<file path="src/rtl/ncl_sum_collector_if.sv">
// Bundle between an NCL dual-rail counter and the clocked sum collector.
// The slave modport is the collector; the master modport is the counter plus consumer.
interface ncl_sum_collector_if #(
    parameter int unsigned WIDTH = 32
);
    logic [WIDTH-1:0] sum_t;
    logic [WIDTH-1:0] sum_f;
    logic [WIDTH-1:0] sum_ack;
    logic [WIDTH-1:0] out_data;
    logic             out_valid;
    logic             out_ready;
    logic [15:0]      word_cnt;
    logic             rail_err;
    logic             seq_err;

    modport master (
        output sum_t, sum_f, out_ready,
        input  sum_ack, out_data, out_valid, word_cnt, rail_err, seq_err
    );

    modport slave (
        input  sum_t, sum_f, out_ready,
        output sum_ack, out_data, out_valid, word_cnt, rail_err, seq_err
    );
endinterface

</file>
<file path="src/rtl/ncl_sum_collector.sv">
// Captures dual-rail NCL sum wavefronts into a one-deep single-rail buffer.
// Rails are synchronised into clk and only stable samples drive the four-phase handshake.
module ncl_sum_collector #(
    parameter int unsigned WIDTH       = 32,
    parameter int unsigned SYNC_STAGES = 2
) (
    input logic                clk,
    input logic                init_n,
    ncl_sum_collector_if.slave bus
);
    typedef enum logic [0:0] {StWaitData, StWaitNull} state_e;

    localparam logic [WIDTH-1:0] One = WIDTH'(1);

    // Reset asserts asynchronously but leaves on a clk edge.
    logic [1:0] rst_sync_q;
    logic       rst_n;

    always_ff @(posedge clk or negedge init_n) begin
        if (!init_n) begin
            rst_sync_q <= 2'b00;
        end else begin
            rst_sync_q <= {rst_sync_q[0], 1'b1};
        end
    end

    assign rst_n = rst_sync_q[1];

    logic [WIDTH-1:0] t_sync_q [SYNC_STAGES];
    logic [WIDTH-1:0] f_sync_q [SYNC_STAGES];
    logic [WIDTH-1:0] t_dly_q;
    logic [WIDTH-1:0] f_dly_q;

    always_ff @(posedge clk or negedge rst_n) begin
        if (!rst_n) begin
            for (int unsigned i = 0; i < SYNC_STAGES; i++) begin
                t_sync_q[i] <= '0;
                f_sync_q[i] <= '0;
            end
            t_dly_q <= '0;
            f_dly_q <= '0;
        end else begin
            t_sync_q[0] <= bus.sum_t;
            f_sync_q[0] <= bus.sum_f;
            for (int unsigned i = 1; i < SYNC_STAGES; i++) begin
                t_sync_q[i] <= t_sync_q[i-1];
                f_sync_q[i] <= f_sync_q[i-1];
            end
            t_dly_q <= t_sync_q[SYNC_STAGES-1];
            f_dly_q <= f_sync_q[SYNC_STAGES-1];
        end
    end

    logic [WIDTH-1:0] s_t;
    logic [WIDTH-1:0] s_f;
    logic             stable;
    logic             is_data;
    logic             is_null;
    logic             is_clash;

    assign s_t      = t_sync_q[SYNC_STAGES-1];
    assign s_f      = f_sync_q[SYNC_STAGES-1];
    // A sample is trusted only once it has survived two consecutive edges unchanged.
    assign stable   = (s_t == t_dly_q) && (s_f == f_dly_q);
    assign is_data  = stable && (&(s_t ^ s_f));
    assign is_null  = stable && !(|(s_t | s_f));
    assign is_clash = stable && (|(s_t & s_f));

    state_e           state_q;
    logic [WIDTH-1:0] out_data_q;
    logic             out_valid_q;
    logic [15:0]      word_cnt_q;
    logic             rail_err_q;
    logic             seq_err_q;
    logic             first_q;
    logic             space;
    logic             pop;

    assign space = !out_valid_q || bus.out_ready;
    assign pop   = out_valid_q && bus.out_ready;

    always_ff @(posedge clk or negedge rst_n) begin
        if (!rst_n) begin
            state_q     <= StWaitData;
            out_data_q  <= '0;
            out_valid_q <= 1'b0;
            word_cnt_q  <= '0;
            rail_err_q  <= 1'b0;
            seq_err_q   <= 1'b0;
            first_q     <= 1'b1;
        end else begin
            if (is_clash) begin
                rail_err_q <= 1'b1;
            end
            if (pop) begin
                out_valid_q <= 1'b0;
            end
            case (state_q)
                StWaitData: begin
                    // A capture in the same cycle as a pop overrides the clear above.
                    if (is_data && space) begin
                        out_data_q  <= t_dly_q;
                        out_valid_q <= 1'b1;
                        word_cnt_q  <= word_cnt_q + 16'd1;
                        first_q     <= 1'b0;
                        if (!first_q && (t_dly_q != out_data_q + One)) begin
                            seq_err_q <= 1'b1;
                        end
                        state_q <= StWaitNull;
                    end
                end
                StWaitNull: begin
                    if (is_null) begin
                        state_q <= StWaitData;
                    end
                end
                default: state_q <= StWaitData;
            endcase
        end
    end

    assign bus.sum_ack   = {WIDTH{state_q == StWaitNull}};
    assign bus.out_data  = out_data_q;
    assign bus.out_valid = out_valid_q;
    assign bus.word_cnt  = word_cnt_q;
    assign bus.rail_err  = rail_err_q;
    assign bus.seq_err   = seq_err_q;
endmodule

</file>
<file path="src/flat_wrapper.sv">
// flat-port wrapper written by rule: the top's interface ports become plain ports
module ncl_sum_collector_flat 
#(
    parameter int unsigned WIDTH       = 32,
    parameter int unsigned SYNC_STAGES = 2
)
  (clk, init_n, bus_sum_t, bus_sum_f, bus_out_ready, bus_sum_ack, bus_out_data, bus_out_valid, bus_word_cnt, bus_rail_err, bus_seq_err);
  ncl_sum_collector_if #(.WIDTH(WIDTH)) bus_i ();
  input logic clk;
  input logic init_n;
  input wire logic [$bits(bus_i.sum_t)-1:0] bus_sum_t;
  input wire logic [$bits(bus_i.sum_f)-1:0] bus_sum_f;
  input wire logic [$bits(bus_i.out_ready)-1:0] bus_out_ready;
  output wire logic [$bits(bus_i.sum_ack)-1:0] bus_sum_ack;
  output wire logic [$bits(bus_i.out_data)-1:0] bus_out_data;
  output wire logic [$bits(bus_i.out_valid)-1:0] bus_out_valid;
  output wire logic [$bits(bus_i.word_cnt)-1:0] bus_word_cnt;
  output wire logic [$bits(bus_i.rail_err)-1:0] bus_rail_err;
  output wire logic [$bits(bus_i.seq_err)-1:0] bus_seq_err;
  assign bus_i.sum_t = bus_sum_t;
  assign bus_i.sum_f = bus_sum_f;
  assign bus_i.out_ready = bus_out_ready;
  assign bus_sum_ack = bus_i.sum_ack;
  assign bus_out_data = bus_i.out_data;
  assign bus_out_valid = bus_i.out_valid;
  assign bus_word_cnt = bus_i.word_cnt;
  assign bus_rail_err = bus_i.rail_err;
  assign bus_seq_err = bus_i.seq_err;
  ncl_sum_collector #(.WIDTH(WIDTH), .SYNC_STAGES(SYNC_STAGES)) u_core (.clk(clk), .init_n(init_n), .bus(bus_i));
endmodule
</file>
<file path="config.mk">
export PLATFORM = sky130hd
export DESIGN_NAME = ncl_sum_collector_flat
export DESIGN_NICKNAME = d
export VERILOG_FILES = /design/src/rtl/ncl_sum_collector_if.sv /design/src/rtl/ncl_sum_collector.sv /design/src/flat_wrapper.sv
export SDC_FILE = /design/constraint.sdc
export NUM_CORES = 1
export LEC_CHECK = 0
export CORE_ASPECT_RATIO = 0.7
export CORE_MARGIN = 2
export CORE_UTILIZATION = 58
export CTS_BUF_LIST = sky130_fd_sc_hd__clkbuf_16
export CTS_CLUSTER_SIZE = 16
export DETAILED_ROUTE_END_ITERATION = 16
export PLACE_DENSITY = 0.84
export SKIP_LAST_GASP = 1
export SYNTH_ARGS = -nofsm -noshare
export SYNTH_HDL_FRONTEND = slang
export SYNTH_SLANG_ARGS = --single-unit
</file>
<file path="constraint.sdc">
create_clock -name clk -period 11.7 [get_ports clk]
set_input_delay 1.17 -clock clk [delete_from_list [all_inputs] [get_ports clk]]
set_output_delay 1.17 -clock clk [all_outputs]
set_load 0.1 [all_outputs]
</file>
==> results by group, run 1 <==
Logic synthesis
  • Synthesis-stage register bit count: about 250
  • Yosys warning count: 0
  • Register area share after synthesis: 0.605
  • Dominant synthesized flop cell: dfrtp_1
  • Async S/R FF share, synth: 1.00
  • Mapped Cells: between 700 and 800
  • Avg Cell Area, Syn: about 13 um2
  • Cell Area, Synth: between 10000 and 15000 um2
  • Net Count, Synth: around 900
  • EDFF count, synth: 0
  • Post-synth cell types: 53

Power and ir drop
  • Power consumption: approximately 1.8 mW
  • Peak VDD IR: ~0.10 mV
  • Lkg Pwr: roughly 5.6 nW
  • PwrDens: around 140 nW/um2

Critical path
  • WP buf/inv: 1
  • Critical path endpoint category: output pin
  • CP arrival: 2.75 ns
  • Worst path required time: about 11 ns
  • Worst-path cell chain: clkdlybuf4s50_1
  • Cell family with the largest share of critical-path delay: buffers and inverters
  • Startpoint types: flip-flop
  • Slowest CP cell: clkdlybuf4s50_1
  • WS Path Type: flip-flop to output pin
  • CP max FO: 34
  • Max stage delay on crit path: approximately 1.3 ns

CTS
  • TritonCTS buffer count: 23
  • Sink Count: approximately 250
  • Root Driver: clkbuf_16
  • Clk_lat worst skew: slightly above 0.5 ns
  • CTS tree: done
  • Clk pin slew, worst setup/hold paths: approximately 0.060 ns
  • Hold-fix buffers, CTS: 0
  • H-tree Lvls: 1
  • Clock Tree Buf Depth: 3
  • CTS resizes: 0
  • Setup bufs post-CTS: 0

Die
  • Initial Util: 0.594
  • I/O Pins: 150
  • Cell row count: 40
  • Core ar.: approximately 17000 um2
  • Chip height: 115 um
  • Area of the die: around 19000 um2
  • Die width: between 150 and 200 um

GRT
  • Vias in the first global route: around 6500
  • Initial antenna violation count: 0
  • Grt ovf: 0
  • All-Layer GR Usage: 0.253
  • Largest net degree at the start of global routing: 78
  • First-pass GRT wire length: around 36 mm

Finish
  • Area grow syn2layout: 22.3%
  • Layout cells sized above 1: 0.0872
  • Ant. Diodes: 0
  • Final #Nets: a little over 1000
  • Filler cells: 1154

Drt
  • WL final: around 23 mm
  • DR vias: 6209
  • First drt pass iteration count: 5
  • DRT iter0 DRCs: approximately 510
  • Antenna viol nets, final: 0
  • DR WL/cell: ~20 um
  • DRC violations left: 0
  • Via/cell ratio: 5.41

Timing
  • Fin. Hold Viols: 0
  • Crit share post-route: 0.335
  • Tmin final: a little under 4 ns
  • Max Slew Vio Count: 0
  • RSZ-0062 raised after global routing: false
  • Setup_tns: 0 ns
  • Final Skew: roughly 0.015 ns
  • Fin Hold WS: 0.251 ns
  • Endpoints failing setup: 0
  • F_max: between 200 and 300 MHz
  • Least-Margin Pin Slew: slightly below 1 ns
  • Worst rel slew slack: 0.337

Run status
  • Status: completed

Worst hold path
  • Worst hold path class: flip-flop to async pin

Run
  • Max-cap viol count: 0

Placed design
  • RePlAce Congestion: 0.914
  • Post-DP HPWL: around 16 mm
  • IO buf count: between 100 and 150
## final timing paths
path / endpoint / depth (start not counted) / start / slack [ns]
setup / recovery: bus_sum_ack[27] / 1 / u_core.state_q$_DFF_PN0_ / 7.78
max in group asynchronous: u_core.t_sync_q[46]$_DFF_PN0_ / 2 / u_core.rst_sync_q[1]$_DFF_PN0_ / 9.45
min in group clk: u_core.s_f[20]$_DFF_PN0_ / 0 / u_core.f_sync_q[52]$_DFF_PN0_ / 0.34
setup reg to reg: u_core.bus.out_data[15]$_DFFE_PN0P_ / 7 / u_core.s_f[13]$_DFF_PN0_ / 8.72
hold reg to reg: u_core.t_sync_q[40]$_DFF_PN0_ / 0 / u_core.rst_sync_q[1]$_DFF_PN0_ / 0.25
hold / removal: u_core.t_sync_q[40]$_DFF_PN0_ / 0 / u_core.rst_sync_q[1]$_DFF_PN0_ / 0.25
## power breakdown
| group | switching [mW] | internal, mW | total, mW |
|---|---|---|---|
| Sequential | 0.0361 | 0.888 | 0.924 |
| Clock | 0.310 | 0.446 | 0.756 |
| Combinational | 0.0471 | 0.0512 | 0.0983 |
| Total | 0.393 | 1.38 | 1.78 |
## flip-flops by register name, summed over array words and instances (netlist names)
register              flops
u_core.bus.out_data      32
u_core.f_dly_q           32
u_core.f_sync_q          32
u_core.s_f               32
u_core.s_t               32
u_core.t_dly_q           32
u_core.t_sync_q          32
u_core.bus.word_cnt      16
u_core.rst_sync_q         2
u_core.bus.out_valid      1
u_core.bus.rail_err       1
u_core.bus.seq_err        1
u_core.first_q            1
u_core.state_q            1
## synth_stat cells (9+ instances only)
cell type	count	area, um2
ha_1	66	826
buf_4	33	248
xnor2_1	101	885
nand4_1	54	338
mux2_2	32	360
buf_2	9	45.0
xor2_1	19	166
nand2_1	13	48.8
nor3_1	9	45.0
dfrtp_1	246	6160
inv_1	65	244
and3_1	10	62.6
nor4_1	16	100
nand3_1	17	85.1
## final cells by class
class / count / area (um2) / area share
clock buffer: 23 / 576 / 0.0461
tap: 231 / 289 / 0.0231
clock inverter: 17 / 183 / 0.0146
sequential: 247 / 6190 / 0.495
inverter: 65 / 244 / 0.0195
multi-input combinational: 412 / 3500 / 0.280
timing repair buffer: 153 / 1520 / 0.122
## layer usage
layer	up-vias	GRT usage	wire length, um
li1	2840	-	-
met1	3108	0.372	10100
met2	225	0.398	10400
met3	36	0.0418	1620
met4	0	0.0714	508
met5	-	0	0
## kinds of logic after synthesis
kind of cell / count (synthesis) / synth area share
buffers and inverters: 110 / 0.0536
other: 1 / 0.000367
and+or+nand+nor: 155 / 0.0945
muxes: 36 / 0.0392
xor gates and xnor gates: 120 / 0.103
AOI/OAI and AO/OA: 34 / 0.0240
adders and majority gates: 66 / 0.0808
DFF: 247 / 0.605
## through the flow
stage,area (um2),utilization,setup WS [ns],std cells
after floorplan,10200,-,4.31,769
final,12500,0.726,7.78,1148
after detailed placement,11700,0.682,8.31,1108
after global placement,11700,0.682,8.39,1108
after CTS,12500,0.726,7.75,1148
after global routing,12500,0.726,7.69,1148
## cells in the final DEF (no fill, tap or decap), types with 2 or more instances in the layout
master,synthesis,final
nand3_1,17,17
and3_1,10,10
bufinv_16,0,4
and4_1,5,5
inv_1,65,68
clkdlybuf4s50_1,0,149
nand4_2,2,2
dfrtp_1,246,245
xnor2_1,101,101
clkinv_1,0,5
o22ai_1,2,2
xor2_1,19,19
clkinv_2,0,3
ha_1,66,66
buf_4,33,4
nand2_1,13,13
clkbuf_16,0,23
a21o_1,2,2
nor2b_1,5,5
mux2i_1,4,4
nand3b_1,3,3
nand4_1,54,54
nor2_1,7,6
nand2b_1,5,5
mux2_2,32,32
o21ai_0,8,8
nor3_1,9,9
a21oi_1,6,6
nor4_1,16,16
(Power assumes the default switching activity.)
==> run 2, diff against run 1 <==
--- a/config.mk
+++ b/config.mk
@@ -7,11 +7,11 @@
 export LEC_CHECK = 0
 export CORE_ASPECT_RATIO = 0.7
 export CORE_MARGIN = 2
-export CORE_UTILIZATION = 58
+export CORE_UTILIZATION = 49
 export CTS_BUF_LIST = sky130_fd_sc_hd__clkbuf_16
 export CTS_CLUSTER_SIZE = 16
 export DETAILED_ROUTE_END_ITERATION = 16
-export PLACE_DENSITY = 0.84
+export PLACE_DENSITY = 0.76
 export SKIP_LAST_GASP = 1
 export SYNTH_ARGS = -nofsm -noshare
 export SYNTH_HDL_FRONTEND = slang
==> constraint.sdc (replaced) <==
create_clock -name clk -period 3.2 [get_ports clk]
set_input_delay 0.32 -clock clk [delete_from_list [all_inputs] [get_ports clk]]
set_output_delay 0.32 -clock clk [all_outputs]
set_load 0.1 [all_outputs]
==> run 2 against run 1 <==
Net effect: wire length shrank 1.3%; sequential power rose to 3.7 times the previous value; largest cell class unchanged; first-iteration DRC count rose by 1.2%; largest power group unchanged; utilization down 12 points; critical path depth rose by 6; design area grew 0.54%; critical endpoint is now u_core.bus.out_data[29]$_DFFE_PN0P_; worst hold slack worse by 0.021 ns.
==> results by group, run 2 (synthesis gave the netlist of run 1 again) <==
CTS
  • Root Driver: clkbuf_16
  • Clock Tree Buf Depth: 3
  • Clk_lat worst skew: about 0.52 ns
  • CTS tree: done
  • CTS resizes: 0
  • TritonCTS buffer count: 24
  • Clk pin slew, worst setup/hold paths: about 0.06 ns
  • Setup bufs post-CTS: 0
  • Sink Count: around 250
  • H-tree Lvls: 1

Finish
  • Layout cells sized above 1: 0.159
  • Commonest non-fill, non-tap cells in the layout: dfrtp_1 (245), xnor2_1 (101), clkdlybuf4s50_1 (91), inv_1 (67)
  • Final #Nets: between 1000 and 1500
  • Filler cells: 1613
  • Post-layout util: 0.610
  • Most common cell after layout, fill and taps aside: dfrtp_1
  • Area grow syn2layout: 22.9%
  • Ant. Diodes: 0

Timing
  • Endpoints failing setup: 0
  • Tmin final: 2.65 ns
  • Fin. Hold Viols: 0
  • Fin worst setup slack: about 0.55 ns
  • Least-Margin Pin Slew: 0.983 ns
  • Crit share post-route: 0.829
  • Worst rel slew slack: 0.342
  • Max Slew Vio Count: 0
  • Final Skew: ~0.0071 ns
  • F_max: around 380 MHz
  • Setup_tns: 0 ns
  • RSZ-0062 raised after global routing: false

Placed design
  • RePlAce Congestion: between 0.9 and 1
  • Post-DP HPWL: 16.8 mm
  • Worst slack at placement: ~0.57 ns
  • IO buf count: 149

Critical path
  • Worst flop-to-flop path startpoint: u_core.t_dly_q[20]$_DFF_PN0_
  • CP max FO: 27
  • Max stage delay on crit path: 0.47 ns
  • R2r setup slk: roughly 0.55 ns
  • Worst-path cell chain: xnor2_1 -> nand4_1 -> nor4_1 -> nand4_1 -> nor2_4 -> buf_12 -> mux2_2
  • CP arrival: approximately 3.1 ns
  • CP dominant cell by count: nand4_1
  • Critical path endpoint category: flip-flop
  • WS Path Type: flip-flop to flip-flop
  • Slowest CP cell: nor4_1
  • Worst r2r path cells: 7
  • Worst path required time: ~3.6 ns
  • Startpoint types: flip-flop
  • Reg2reg end: u_core.bus.out_data[29]$_DFFE_PN0P_

Die
  • Cell row count: 44
  • I/O Pins: 150
  • Chip height: roughly 120 um
  • Die width: between 150 and 200 um
  • Area of the die: around 22000 um2
  • Initial Util: 0.496
  • Core ar.: around 21000 um2

Worst hold path
  • Worst Hold End: u_core.f_sync_q[45]$_DFF_PN0_
  • HP Start: bus_sum_f[13]
  • Hold depth: 1
  • Worst hold path class: input port to flip-flop

Run
  • Max-cap viol count: 0

GRT
  • First-pass GRT wire length: ~36 mm
  • All-Layer GR Usage: 0.213
  • Grt ovf: 0
  • Initial antenna violation count: 1
  • Largest net degree at the start of global routing: 82
  • Vias in the first global route: 6345

Drt
  • First drt pass iteration count: 5
  • WL final: roughly 22 mm
  • DR vias: approximately 6000
  • DRC violations left: 0
  • DRT iter0 DRCs: a little over 500
  • Antenna viol nets, final: 0
  • DR WL/cell: approximately 19 um
  • Via/cell ratio: between 5 and 6

Power and ir drop
  • Lkg Pwr: 5.74 nW
  • Peak VDD IR: 0.329 mV
  • PwrDens: around 520 nW/um2

Run status
  • Status: completed
## run 2: area by class of cell
cell class / count / area, um2 / share of cell area
multi-input cells: 412 / 3500 / 0.279
clock inverters: 18 / 194 / 0.0154
inverters: 65 / 244 / 0.0194
well taps: 276 / 345 / 0.0275
clock buffers: 24 / 601 / 0.0478
repair buffers: 162 / 1500 / 0.119
flip-flops and latches: 247 / 6190 / 0.492
## run 2: worst max-delay path, delay by kind of cell (launching register included)
| family | cells | cell delay [ns] |
|---|---|---|
| xor+xnor | 1 | 0.26 |
| buf+inv | 1 | 0.23 |
| flops | 1 | 0.46 |
| mux | 1 | 0.35 |
| simple gates | 4 | 1.23 |
## run 2: what timing repair did
item | in CTS | in global routing
endpoints found under the hold margin | 2 | 0
hold buffers | 1 | 0
setup endpoints to repair | 0 | 0
## run 2: per-layer routing
layer	track usage	wire, um	up-vias
met5	0	0	-
met4	0.0433	411	0
met3	0.0409	1560	31
met2	0.314	9700	202
met1	0.329	10600	3051
li1	-	-	2867
## run 2: through the flow
stage	hold WS [ns]	area, um2	cells	total power [mW]
final	0.230	12600	1204	6.57
after global routing	0.220	12600	1204	6.83
after CTS	0.213	12600	1204	6.64
after detailed placement	0.335	11800	1161	3.80
after global placement	0.332	11800	1161	3.80
after floorplan	0.0244	10200	769	3.59
## run 2: how the worst max path moves through the flow
stage,from,endpoint,cells after the start,slack (ns)
floorplan,u_core.bus.out_data[0]$_DFFE_PN0P_,u_core.bus.seq_err$_DFFE_PN0P_,8,0.31
finish,u_core.t_dly_q[20]$_DFF_PN0_,u_core.bus.out_data[29]$_DFFE_PN0P_,7,0.55
detailed placement,u_core.s_f[13]$_DFF_PN0_,u_core.bus.out_data[27]$_DFFE_PN0P_,7,0.57
global route,u_core.bus.out_data[0]$_DFFE_PN0P_,u_core.bus.seq_err$_DFFE_PN0P_,8,0.36
global placement,u_core.bus.out_data[0]$_DFFE_PN0P_,u_core.bus.seq_err$_DFFE_PN0P_,8,0.57
CTS,u_core.s_f[13]$_DFF_PN0_,u_core.bus.out_data[29]$_DFFE_PN0P_,7,0.54
## run 2: where the power goes
| group | internal, mW | leakage (nW) | switching, mW | total (mW) |
|---|---|---|---|---|
| combinational | 0.194 | 2.36 | 0.167 | 0.361 |
| clock | 1.68 | 0.395 | 1.14 | 2.83 |
| sequential | 3.25 | 2.99 | 0.135 | 3.38 |
